==> config.mk <==
export PLATFORM = sky130hd
export DESIGN_NAME = day11_serial_comparator
export DESIGN_NICKNAME = d
export VERILOG_FILES = /design/src/rtl/day11_serial_comparator.sv
export SDC_FILE = /design/constraint.sdc
export NUM_CORES = 1
export LEC_CHECK = 0
export ABC_CLOCK_PERIOD_IN_PS = 1800
export CAP_MARGIN = 20
export CELL_PAD_IN_SITES_DETAIL_PLACEMENT = 0
export CELL_PAD_IN_SITES_GLOBAL_PLACEMENT = 1
export CORE_MARGIN = 1.5
export CORE_UTILIZATION = 30
export CTS_CLUSTER_DIAMETER = 30
export DETAILED_ROUTE_END_ITERATION = 8
export GPL_ROUTABILITY_DRIVEN = 0
export PLACE_DENSITY_LB_ADDON = 0.1
export SETUP_SLACK_MARGIN = 0.1
export SYNTH_ARGS = -nofsm -noshare
export SYNTH_HDL_FRONTEND = slang
export SYNTH_SLANG_ARGS = --single-unit
==> constraint.sdc <==
create_clock -name clk -period 1.8 [get_ports clk]
set_input_delay 0.36 -clock clk [delete_from_list [all_inputs] [get_ports clk]]
set_output_delay 0.36 -clock clk [all_outputs]
set_load 0.01 [all_outputs]
==> src/rtl/day11_serial_comparator.sv <==
// Bit-serial unsigned magnitude comparator: walks two WIDTH-bit words LSB first,
// letting each more significant differing bit override the running relation.
module day11_serial_comparator #(
    parameter int WIDTH = 8
) (
    input  logic             clk,
    input  logic             rst_n,
    input  logic             start,
    input  logic [WIDTH-1:0] a_word,
    input  logic [WIDTH-1:0] b_word,
    output logic             busy,
    output logic             done,
    output logic             g,
    output logic             e,
    output logic             s
);

    localparam int CW = (WIDTH > 1) ? $clog2(WIDTH) : 1;

    typedef enum logic [1:0] {
        ST_IDLE,
        ST_RUN,
        ST_DONE
    } state_t;

    typedef enum logic [1:0] {
        REL_EQ,
        REL_GT,
        REL_LT
    } rel_t;

    state_t           state_q, state_d;
    rel_t             rel_q,   rel_d;
    logic [WIDTH-1:0] sa_q,    sa_d;
    logic [WIDTH-1:0] sb_q,    sb_d;
    logic [CW-1:0]    cnt_q,   cnt_d;
    logic             busy_q,  busy_d;
    logic             done_q,  done_d;
    logic             g_q,     g_d;
    logic             e_q,     e_d;
    logic             s_q,     s_d;

    rel_t             rel_step;
    logic             last_bit;

    assign last_bit = (cnt_q == CW'(WIDTH - 1));

    always_comb begin
        rel_step = rel_q;
        if (sa_q[0] && !sb_q[0]) begin
            rel_step = REL_GT;
        end else if (!sa_q[0] && sb_q[0]) begin
            rel_step = REL_LT;
        end
    end

    always_comb begin
        state_d = state_q;
        rel_d   = rel_q;
        sa_d    = sa_q;
        sb_d    = sb_q;
        cnt_d   = cnt_q;
        done_d  = 1'b0;
        g_d     = g_q;
        e_d     = e_q;
        s_d     = s_q;

        case (state_q)
            ST_IDLE: begin
                if (start) begin
                    sa_d    = a_word;
                    sb_d    = b_word;
                    cnt_d   = '0;
                    rel_d   = REL_EQ;
                    g_d     = 1'b0;
                    e_d     = 1'b0;
                    s_d     = 1'b0;
                    state_d = ST_RUN;
                end
            end
            ST_RUN: begin
                rel_d = rel_step;
                sa_d  = sa_q >> 1;
                sb_d  = sb_q >> 1;
                if (last_bit) begin
                    // Counter holds at WIDTH-1 so it never wraps.
                    state_d = ST_DONE;
                    done_d  = 1'b1;
                    g_d     = (rel_step == REL_GT);
                    e_d     = (rel_step == REL_EQ);
                    s_d     = (rel_step == REL_LT);
                end else begin
                    cnt_d = cnt_q + 1'b1;
                end
            end
            ST_DONE: begin
                state_d = ST_IDLE;
            end
            default: begin
                state_d = ST_IDLE;
            end
        endcase

        busy_d = (state_d != ST_IDLE);
    end

    always_ff @(posedge clk or negedge rst_n) begin
        if (!rst_n) begin
            state_q <= ST_IDLE;
            rel_q   <= REL_EQ;
            sa_q    <= '0;
            sb_q    <= '0;
            cnt_q   <= '0;
            busy_q  <= 1'b0;
            done_q  <= 1'b0;
            g_q     <= 1'b0;
            e_q     <= 1'b0;
            s_q     <= 1'b0;
        end else begin
            state_q <= state_d;
            rel_q   <= rel_d;
            sa_q    <= sa_d;
            sb_q    <= sb_d;
            cnt_q   <= cnt_d;
            busy_q  <= busy_d;
            done_q  <= done_d;
            g_q     <= g_d;
            e_q     <= e_d;
            s_q     <= s_d;
        end
    end

    assign busy = busy_q;
    assign done = done_q;
    assign g    = g_q;
    assign e    = e_q;
    assign s    = s_q;

endmodule

==> summary.md, run 1 <==
| Metric | Value |
|---|---|
| XOR/XNOR Fraction of Synth Area | `0.00605` |
| Hold Vio Cnt, Final | `0` |
| Power Density | `1390 nW/µm²` |
| Mapped Nets | `164` |
| Pwr Total | `2550 µW` |
| Critical path type | `register to register` |
| Share of layout cells above drive strength 1 | `0.130` |
| Min Hold Slack | `0.460 ns` |
| Unique masters post-synth | `32` |
| Worst path slowest cell | `dfrtp_1` |
| Vias in the first global route | `1168` |
| Final period util | `0.888` |
| Synth top cells by count | `dfrtp_1 (28), o21ai_0 (20), a21oi_1 (16)` |
| Worst Path Required | `1.97 ns` |
| Wirelength per Cell | `15.4 µm` |
| Port-buffer cells | `23` |
| Syn Area/Cell | `10.2 µm²` |
| Buf+Inv Stages, Crit Path | `0` |
| Worst EP arrival | `1.77 ns` |
| Fin crit period | `1.60 ns` |
| Max Freq | `626 MHz` |
| RSZ-0062 raised after global routing | `false` |
| Largest family of logic cells by synthesized area | `compound AO/OA/AOI/OAI gates` |
| Area grow syn2layout | `27.1%` |
| Leak pwr | `0.000800 µW` |
| Top cell type's share of synthesized area | `0.484` |
| Synth Area in Compound Gates | `0.277` |
| Simple-gate portion of the synthesized area | `0.117` |
| Number of enable flip-flop cells after synthesis | `0` |
| First-pass GRT wire length | `5.85 mm` |
| Critical Path Fanout Max | `3` |
| Setup_tns | `0 ns` |
| Synth Register Bits | `28` |
| Clock Path Buffers | `2` |
| Crit-path cells | `ha_1, ha_1, mux2i_2, or2_4, mux2_4` |
| Die Width | `72.5 µm` |
| Cell mode on critical path | `ha_1` |
| Vias after detailed routing | `1162` |
| DIE HEIGHT | `72.5 µm` |
| Normalized max-slew margin | `0.616` |
| Die footprint | `5250 µm²` |
| Max Cap Violations | `0` |
| Largest net degree at the start of global routing | `29` |
| NumNets Final | `192` |
| Post-Syn Instances | `142` |
| Post-Syn Area | `1450 µm²` |
| Ys Warns | `0` |
| Skew final | `0.00496 ns` |
| Row count | `25` |
| Largest cells by area after synthesis | `dfrtp_1 (48%), a22oi_1 (7.3%), o21ai_0 (6.9%)` |
| Vias per cell | `5.21` |
| First-pass DRT Iterations | `4` |
| CTS tree | `yes` |
| Clk sinks | `28` |
| Sequential area share after synthesis | `0.484` |
| Slowest cell delay on critical path | `0.41 ns` |
| Worst Max-Slew Pin Slew | `0.576 ns` |
| Post-route ant nets | `0` |
| Core area | `4690 µm²` |
| Final worst slack | `0.202 ns` |
| Worst Setup End Kind | `register` |
| Total GRT Usage | `0.144` |
| Synth Area in Adders | `0.0406` |
| Total grt overflow | `0` |
| Gate family responsible for the most delay along the worst path | `multiplexers` |
| CTS root buf | `clkbuf_8` |
| Worst min path class | `primary input to async pin` |
| DR DRC count | `0` |
| Resized cells post-CTS | `0` |
| H-tree levels | `1` |
| Initial antenna violation count | `0` |
| Final setup viols | `0` |
| Reg clk slew, reported paths | `0.10 ns` |
| Buffer count from post-CTS setup fixing | `0` |
| Starting Density | `0.309` |
| Most common cell in the synthesized netlist | `dfrtp_1` |
| # diodes | `0` |
| Worst-Skew Late Latency | `0.28 ns` |
| Yosys top cell by area | `dfrtp_1` |
| IO Pins | `24` |
| Status | `completed` |
| Post-CTS Hold Buffers | `0` |
| Startpoint Class | `register` |
| Total CTS buffers | `3` |
| Synth Flop Type | `dfrtp_1` |
| Post-Route WL | `3.44 mm` |
| Initial DRC Count | `42` |
| Pins Over Slew Limit | `0` |
| Detailed Place HPWL | `2.36 mm` |
| Async SR Flop Fraction | `1.00` |
| Worst slack, placed | `0.0613 ns` |
| Mux share of post-synthesis cell area | `0.0251` |
| Peak VDD IR | `476 µV` |
-- flip-flops by register name, indices dropped and copies added, names as in the netlist --
register	count
sb_q	8
busy	1
done	1
sa_q	8
g	1
state_q	2
e	1
cnt_q	3
s	1
rel_q	2
-- layout by cell type, fill, tap and decap left out, types with 2 or more instances in the layout --
cell,netlist,routed
dfrtp_1,28,28
clkdlybuf4s50_1,0,23
o21ai_0,20,20
a21oi_1,16,16
a22oi_1,14,14
nor2b_1,12,12
buf_4,2,10
a22o_1,7,7
and2b_1,6,6
clkbuf_8,0,4
nor2_1,3,3
nand2_1,3,3
ha_1,3,3
inv_1,2,2
o21bai_1,2,2
-- area by class of cell --
| class | count | area, µm² |
|---|---|---|
| clock buffer | 4 | 55.1 |
| timing repair buffer | 34 | 325 |
| sequential | 28 | 701 |
| multi-input combinational | 100 | 681 |
| tap | 54 | 67.6 |
| fill | 470 | 2850 |
| inverter | 3 | 11.3 |
-- path summary, 6_finish.rpt --
| check | from | end | slack, ns | depth (start not counted) |
|---|---|---|---|---|
| worst min register to register | sa_q[7]$_DFFE_PN0P_ | sa_q[7]$_DFFE_PN0P_ | 0.52 | 2 |
| max in group asynchronous | rst_n | sa_q[6]$_DFFE_PN0P_ | 1.07 | 2 |
| worst min-delay path | rst_n | state_q[1]$_DFF_PN0_ | 0.46 | 2 |
| min in group clk | sa_q[7]$_DFFE_PN0P_ | sa_q[7]$_DFFE_PN0P_ | 0.52 | 2 |
| worst max-delay path | cnt_q[0]$_DFFE_PN0P_ | e$_DFFE_PN0P_ | 0.20 | 5 |
| worst max register to register | cnt_q[0]$_DFFE_PN0P_ | e$_DFFE_PN0P_ | 0.20 | 5 |
-- per-stage QoR --
stage,instances,area (µm²),utilization
2_1_floorplan,142,1450,-
3_3_place_gp,219,1780,0.379
3_5_place_dp,219,1780,0.379
4_1_cts,223,1830,0.391
5_1_grt,223,1840,0.392
6_report,223,1840,0.392
-- layer usage --
layer,track usage,share of wire,vias up
met1,0.205,0.48,571
li1,-,-,568
met3,0.0222,0.031,2
met4,0.0440,0.0055,0
met5,0,0,-
met2,0.226,0.48,21
-- kinds of logic after synthesis --
| logic type | count (synthesis) |
|---|---|
| and+or+nand+nor | 28 |
| buffers and inverters | 14 |
| muxes | 3 |
| DFF | 28 |
| adders and majority gates | 5 |
| xor gates and xnor gates | 1 |
| AOI/OAI and AO/OA | 63 |
-- worst reg2reg max path, delay by kind of cell (launching register included) --
kind	cells	cell delay [ns]
flops	1	0.41
mux	2	0.48
fa+ha+maj	2	0.43
simple gates	1	0.17
-- power breakdown --
part	switching, µW	total, µW	internal, µW
Combinational	473	1070	593
Clock	203	399	196
Sequential	231	1090	858
Note: power is estimated with default switching activity, not from simulation.
==> inputs of run 2 (changes only) <==
ABC_AREA = 1   (was default)
==> run 2 against run 1 <==
Global-route usage is 0.98 points lower. Clock skew increased by 0.0016 ns. Synthesized cell count is 7.0% lower. Flip-flop and latch count is the same. Total power down 5.8%. Critical endpoint is now e.
==> summary.md, run 2 <==
| Metric | Value |
|---|---|
| Initial antenna violation count | `0 (unchanged)` |
| Filler cells | `396 (was 470)` |
| Post-CTS Hold Buffers | `0 (unchanged)` |
| Number of enable flip-flop cells after synthesis | `0 (unchanged)` |
| Vias per cell | `4.73 (was 5.21)` |
| Ys Warns | `0 (unchanged)` |
| Worst-Skew Late Latency | `0.27 ns (was 0.28 ns)` |
| Crit-path cells | `clkdlybuf4s50_1 (was ha_1, ha_1, mux2i_2, or2_4, mux2_4)` |
| Fin crit period | `1.52 ns (was 1.60 ns)` |
| Psw | `934 µW (was 907 µW)` |
| First-pass DRT Iterations | `4 (unchanged)` |
| Post-Syn Area | `1220 µm² (was 1450 µm²)` |
| Row count | `23 (was 25)` |
| Comb pwr share | `0.422 (was 0.417)` |
| Worst Setup End Kind | `output pin (was register)` |
| Power Density | `1550 nW/µm² (was 1390 nW/µm²)` |
| Most common cell after layout, fill and taps aside | `dfrtp_1 (unchanged)` |
| Vias after detailed routing | `980 (was 1162)` |
| Storage element area | `701 µm² (unchanged)` |
| Critical R2R Launch | `cnt_q[0]$_DFFE_PN0P_ (unchanged)` |
| Total CTS buffers | `3 (unchanged)` |
| Peak VDD IR | `490 µV (was 476 µV)` |
| Buffer count from post-CTS setup fixing | `0 (unchanged)` |
| Post-Syn Instances | `132 (was 142)` |
| Wirelength per Cell | `12.6 µm (was 15.4 µm)` |
| Reg clk slew, reported paths | `0.09 ns (was 0.10 ns)` |
| Largest net degree at the start of global routing | `29 (unchanged)` |
| Worst path slowest cell | `clkdlybuf4s50_1 (was dfrtp_1)` |
| Async SR Flop Fraction | `1.00 (unchanged)` |
| Vias in the first global route | `1028 (was 1168)` |
| Total GRT Usage | `0.135 (was 0.144)` |
| Pins Over Slew Limit | `0 (unchanged)` |
| Worst slack, placed | `0.224 ns (was 0.0613 ns)` |
| IO Pins | `24 (unchanged)` |
| CTS tree | `yes (unchanged)` |
| Yosys top cell by area | `dfrtp_1 (unchanged)` |
| Starting Density | `0.308 (was 0.309)` |
| Worst Max-Slew Pin Slew | `0.360 ns (was 0.576 ns)` |
| Port-buffer cells | `23 (unchanged)` |
| R2R Setup Slk | `0.39 ns (was 0.20 ns)` |
| Leak pwr | `0.000710 µW (was 0.000800 µW)` |
| NumNets Final | `181 (was 192)` |
| Normalized max-slew margin | `0.760 (was 0.616)` |
| Slowest cell delay on critical path | `0.53 ns (was 0.41 ns)` |
| Initial DRC Count | `33 (was 42)` |
| Worst EP arrival | `1.16 ns (was 1.77 ns)` |
| Top flop regs | `sa_q: 8 flops, sb_q: 8 flops, cnt_q: 3 flops (unchanged)` |
| Area grow syn2layout | `27.1% (about the same)` |
| Critical Path Fanout Max | `2 (was 3)` |
| Unique masters post-synth | `16 (was 32)` |
| Die Width | `66.9 µm (was 72.5 µm)` |
| Skew final | `0.00653 ns (was 0.00496 ns)` |
| Setup_tns | `0 ns (unchanged)` |
| CTS root buf | `clkbuf_8 (unchanged)` |
| Top cell type's share of synthesized area | `0.573 (was 0.484)` |
| Sequential area share after synthesis | `0.573 (was 0.484)` |
| DIE HEIGHT | `66.9 µm (was 72.5 µm)` |
| Worst reg-to-reg path cell count | `6 (was 5)` |
| Max Cap Violations | `0 (unchanged)` |
| Resized cells post-CTS | `0 (unchanged)` |
| Synth Flop Type | `dfrtp_1 (unchanged)` |
| Final setup viols | `0 (unchanged)` |
| First-pass GRT wire length | `4.52 mm (was 5.85 mm)` |
| Post-route ant nets | `0 (unchanged)` |
| DR DRC count | `0 (unchanged)` |
| Hold Vio Cnt, Final | `0 (unchanged)` |
| Clk sinks | `28 (unchanged)` |
| Buf+Inv Stages, Crit Path | `1 (was 0)` |
| Die footprint | `4470 µm² (was 5250 µm²)` |
| Status | `completed (unchanged)` |
| H-tree levels | `1 (unchanged)` |
| Power Internal | `1470 µW (was 1650 µW)` |
| Largest cells by area after synthesis | `dfrtp_1 (57%), o22ai_1 (7.2%), nand2_1 (6.7%) (was dfrtp_1 (48%), a22oi_1 (7.3%), o21ai_0 (6.9%))` |
| Synth Register Bits | `28 (unchanged)` |
| RSZ-0062 raised after global routing | `false (unchanged)` |
| Most frequent cells in the layout | `dfrtp_1 (28), clkdlybuf4s50_1 (23), nand2_1 (22) (was dfrtp_1 (28), clkdlybuf4s50_1 (23), o21ai_0 (20))` |
| Clock power share | `0.139 (was 0.156)` |
| Most common cell in the synthesized netlist | `dfrtp_1 (unchanged)` |
| Total grt overflow | `0 (unchanged)` |
| Synth top cells by count | `dfrtp_1 (28), nand2_1 (22), nor2_1 (16) (was dfrtp_1 (28), o21ai_0 (20), a21oi_1 (16))` |
| # diodes | `0 (unchanged)` |
| Share of layout cells above drive strength 1 | `0.0828 (was 0.130)` |
| Startpoint Class | `register (unchanged)` |
| Switching Fraction | `0.388 (was 0.355)` |
| Mapped Nets | `154 (was 164)` |
| Max Freq | `656 MHz (was 626 MHz)` |
| Worst Path Required | `1.44 ns (was 1.97 ns)` |
| Core area | `3970 µm² (was 4690 µm²)` |
| Area of the multi-input gates | `454 µm² (was 681 µm²)` |
| Worst path depth | `1 (was 5)` |
| Gate family responsible for the most delay along the worst path | `buffers and inverters (was multiplexers)` |
| Reg power frac | `0.440 (was 0.426)` |
| Final worst slack | `0.276 ns (was 0.202 ns)` |
| Clock Path Buffers | `2 (unchanged)` |
| Final period util | `0.847 (was 0.888)` |
| Post-Route WL | `2.60 mm (was 3.44 mm)` |
| Syn Area/Cell | `9.27 µm² (was 10.2 µm²)` |
| Worst min path class | `primary input to async pin (unchanged)` |
| Critical path type | `register to output pin (was register to register)` |
| RR Endpoint | `g$_DFFE_PN0P_ (was e$_DFFE_PN0P_)` |
| Detailed Place HPWL | `1.74 mm (was 2.36 mm)` |
-- run 2: changes by cell type after synthesis, sizes merged, moves of 7 or more --
cell,previous run,this run
a21oi,16,0
a22o,7,0
a22oi,14,0
inv,3,11
nand2,3,25
nand3,0,8
nor2,3,18
nor2b,12,0
nor3,0,14
o21ai,20,7
o22ai,0,14
-- run 2: final cells by class --
| type | count | area share |
|---|---|---|
| sequential | 28 | 0.451 |
| multi-input combinational | 89 | 0.292 |
| timing repair buffer | 26 | 0.163 |
| tap | 50 | 0.0402 |
| inverter | 11 | 0.0282 |
| clock buffer | 3 | 0.0265 |
-- run 2: worst max path at each step --
stage | start | endpoint | slack (ns)
5_1_grt | e$_DFFE_PN0P_ | e | 0.21
4_1_cts | e$_DFFE_PN0P_ | e | 0.26
6_report | e$_DFFE_PN0P_ | e | 0.28
3_5_place_dp | start | sb_q[6]$_DFFE_PN0P_ | 0.22
2_1_floorplan | cnt_q[0]$_DFFE_PN0P_ | e$_DFFE_PN0P_ | 0.54
3_3_place_gp | start | sa_q[2]$_DFFE_PN0P_ | 0.25
-- run 2: metrics by stage --
stage	utilization	power, µW	cells	cell area, µm²	hold slack [ns]
2_1_floorplan	-	1790	132	1220	0.0644
3_3_place_gp	0.381	2070	204	1510	0.458
3_5_place_dp	0.381	2100	204	1510	0.476
4_1_cts	0.392	2450	207	1560	0.478
5_1_grt	0.392	2660	207	1560	0.487
6_report	0.392	2410	207	1560	0.463
-- run 2: kinds of logic (layout without fill, tap and decap cells) --
family,Yosys count,after routing,share of synthesized area
adder cells (fa/ha/maj),3,3,0.0307
AND/OR/NAND/NOR,65,65,0.240
buffers and inverters,15,40,0.0562
flip-flops,28,28,0.573
AO/OA/AOI/OAI,21,21,0.100
-- run 2: power by group through the flow --
| stage | clock [µW] | combinational (µW) | sequential (µW) |
|---|---|---|---|
| final | 334 | 1010 | 1060 |
| after global routing | 372 | 1190 | 1100 |
| after CTS | 349 | 1040 | 1060 |
| after detailed placement | 0 | 1030 | 1070 |
| after global placement | 0 | 1010 | 1060 |
| after floorplan | 0 | 741 | 1050 |
-- run 2: layer usage --
metal | up-vias | track usage | share of wire
met3 | 4 | 0.0203 | 0.027
met1 | 463 | 0.161 | 0.49
met4 | 0 | 0.0536 | 0.015
met2 | 17 | 0.240 | 0.47
met5 | - | 0 | 0
li1 | 496 | - | -
==> inputs of run 3 (changes only) <==
ABC_CLOCK_PERIOD_IN_PS = 1600   (was 1800)
clock period = 1.6 ns   (was 1.8 ns; I/O delays follow)
==> run 3 against run 2 <==
Utilization grew 0.44 points. Clock-buffer cell count is 1 higher. Final cell count grew 0.48%. Hold slack worse by 0.054 ns. Clock skew decreased by 0.0022 ns. Sequential share of layout area down 0.50 points. Via count up 0.10%. Worst setup slack worse by 0.13 ns. Critical path depth is the same. Flip-flop and latch count did not move. Register-to-register slack worse by 0.10 ns. Largest cell class unchanged. Largest power group unchanged. Highest routed layer unchanged.
==> summary.md, run 3 (synthesized netlist as in run 2, its figures left out) <==
| Metric | Value |
|---|---|
| Status | `completed (unchanged)` |
| Setup_tns | `0 ns (unchanged)` |
| Total grt overflow | `0 (unchanged)` |
| Worst min path class | `primary input to async pin (unchanged)` |
| Reg power frac | `0.432 (was 0.440)` |
| Pwr Total | `2750 µW (was 2410 µW)` |
| Clock power share | `0.162 (was 0.139)` |
| Most common cell after layout, fill and taps aside | `dfrtp_1 (unchanged)` |
| First-pass GRT wire length | `4.49 mm (was 4.52 mm)` |
| Pins Over Slew Limit | `0 (unchanged)` |
| Area of the multi-input gates | `459 µm² (was 454 µm²)` |
| Critical path type | `register to output pin (unchanged)` |
| Core area | `3970 µm² (unchanged)` |
| DIE HEIGHT | `66.9 µm (unchanged)` |
| Most frequent cells in the layout | `dfrtp_1 (28), nand2_1 (22), clkdlybuf4s50_1 (19) (was dfrtp_1 (28), clkdlybuf4s50_1 (23), nand2_1 (22))` |
| Leak pwr | `0.000747 µW (was 0.000710 µW)` |
| First-pass DRT Iterations | `4 (unchanged)` |
| Worst EP arrival | `1.13 ns (was 1.16 ns)` |
| Worst path depth | `1 (unchanged)` |
| Post-Route WL | `2.64 mm (was 2.60 mm)` |
| Max Freq | `689 MHz` |
| Port-buffer cells | `23 (unchanged)` |
| Vias after detailed routing | `981 (was 980)` |
| Starting Density | `0.308 (unchanged)` |
| IO Pins | `24 (unchanged)` |
| NumNets Final | `181 (unchanged)` |
| Initial DRC Count | `67 (was 33)` |
| Hold Vio Cnt, Final | `0 (unchanged)` |
| Vias in the first global route | `953 (was 1028)` |
| Psw | `1060 µW (was 934 µW)` |
| Worst Path Required | `1.28 ns (was 1.44 ns)` |
| Initial antenna violation count | `0 (unchanged)` |
| DR DRC count | `0 (unchanged)` |
| CTS tree | `yes (unchanged)` |
| Vias per cell | `4.72 (was 4.73)` |
| Slowest cell delay on critical path | `0.53 ns (about the same)` |
| Comb pwr share | `0.406 (was 0.422)` |
| Crit-path cells | `clkdlybuf4s50_1 (unchanged)` |
| Buf+Inv Stages, Crit Path | `1 (unchanged)` |
| Filler cells | `408 (was 396)` |
| Final setup viols | `0 (unchanged)` |
| Total GRT Usage | `0.138 (was 0.135)` |
| Detailed Place HPWL | `1.74 mm (about the same)` |
| Post-route ant nets | `0 (unchanged)` |
| RSZ-0062 raised after global routing | `false (unchanged)` |
| H-tree levels | `1 (unchanged)` |
| Storage element area | `701 µm² (unchanged)` |
| Power Density | `1750 nW/µm² (was 1550 nW/µm²)` |
| Fin crit period | `1.45 ns` |
| Die Width | `66.9 µm (unchanged)` |
| Row count | `23 (unchanged)` |
| Top flop regs | `sa_q: 8 flops, sb_q: 8 flops, cnt_q: 3 flops (unchanged)` |
| Worst path slowest cell | `clkdlybuf4s50_1 (unchanged)` |
| Max Cap Violations | `0 (unchanged)` |
| Critical Path Fanout Max | `1 (was 2)` |
| Worst reg-to-reg path cell count | `6 (unchanged)` |
| Worst-Skew Late Latency | `0.28 ns (was 0.27 ns)` |
| Worst Setup End Kind | `output pin (unchanged)` |
| Die footprint | `4470 µm² (unchanged)` |
| Area grow syn2layout | `28.5% (was 27.1%)` |
| Switching Fraction | `0.386 (was 0.388)` |
| Gate family responsible for the most delay along the worst path | `buffers and inverters (unchanged)` |
| Reg clk slew, reported paths | `0.10 ns (was 0.09 ns)` |
| Clock Path Buffers | `2 (unchanged)` |
| Startpoint Class | `register (unchanged)` |
| Largest net degree at the start of global routing | `29 (unchanged)` |
| Worst Max-Slew Pin Slew | `0.364 ns (was 0.360 ns)` |
| CTS root buf | `clkbuf_8 (unchanged)` |
| # diodes | `0 (unchanged)` |
| Clk sinks | `28 (unchanged)` |
| Post-CTS Hold Buffers | `0 (unchanged)` |
| Skew final | `0.00434 ns (was 0.00653 ns)` |
| Share of layout cells above drive strength 1 | `0.0949 (was 0.0828)` |
| Final period util | `0.908` |
| Power Internal | `1690 µW (was 1470 µW)` |
| Peak VDD IR | `711 µV (was 490 µV)` |
| Normalized max-slew margin | `0.757 (was 0.760)` |
| Wirelength per Cell | `12.7 µm (was 12.6 µm)` |
| Total CTS buffers | `3 (unchanged)` |
==> run 3: area by class of cell <==
type / instances / share of cell area
Tap cell: 50 / 0.0398
Sequential cell: 28 / 0.446
Timing Repair Buffer: 26 / 0.160
Inverter: 11 / 0.0278
Multi-Input combinational cell: 89 / 0.292
Clock buffer: 4 / 0.0350
==> run 3: power by group through the flow <==
| stage | Clock (µW) | Combinational (µW) | Sequential (µW) |
|---|---|---|---|
| 2_1_floorplan | 0 | 833 | 1190 |
| 3_3_place_gp | 0 | 1140 | 1200 |
| 3_5_place_dp | 0 | 1150 | 1200 |
| 4_1_cts | 468 | 1140 | 1190 |
| 5_1_grt | 496 | 1310 | 1230 |
| 6_report | 445 | 1120 | 1190 |
==> run 3: what timing repair did <==
action / CTS / global route
hold endpoints to repair: 0 / 0
buffers inserted: 0 / 0
endpoints found under the setup margin: 3 / 4
resized for setup: 3 / 2
==> run 3: metrics by stage <==
step / hold slack, ns / utilization / cell area [µm²] / setup WS, ns / std cells
6_report: 0.409 / 0.396 / 1570 / 0.148 / 208
5_1_grt: 0.436 / 0.396 / 1570 / 0.109 / 208
4_1_cts: 0.417 / 0.394 / 1570 / 0.125 / 208
3_5_place_dp: 0.472 / 0.381 / 1510 / 0.0240 / 204
3_3_place_gp: 0.458 / 0.381 / 1510 / 0.0412 / 204
2_1_floorplan: 0.0244 / - / 1220 / 0.338 / 132
==> run 3: routing by layer <==
layer	vias to the layer above	share of wire	global-route usage
met5	-	0	0
met4	0	0.019	0.0612
met3	5	0.036	0.0405
met2	18	0.45	0.221
met1	462	0.49	0.171
li1	496	-	-
==> run 3: worst paths after layout <==
kind | end | slack (ns) | start
worst max-delay path | busy | 0.15 | busy$_DFF_PN0_
worst min-delay path | sa_q[4]$_DFFE_PN0P_ | 0.41 | rst_n
worst max register to register | g$_DFFE_PN0P_ | 0.29 | cnt_q[0]$_DFFE_PN0P_
worst min register to register | cnt_q[0]$_DFFE_PN0P_ | 0.48 | cnt_q[0]$_DFFE_PN0P_
max in group asynchronous | cnt_q[2]$_DFFE_PN0P_ | 0.92 | rst_n
min in group clk | cnt_q[0]$_DFFE_PN0P_ | 0.48 | cnt_q[0]$_DFFE_PN0P_
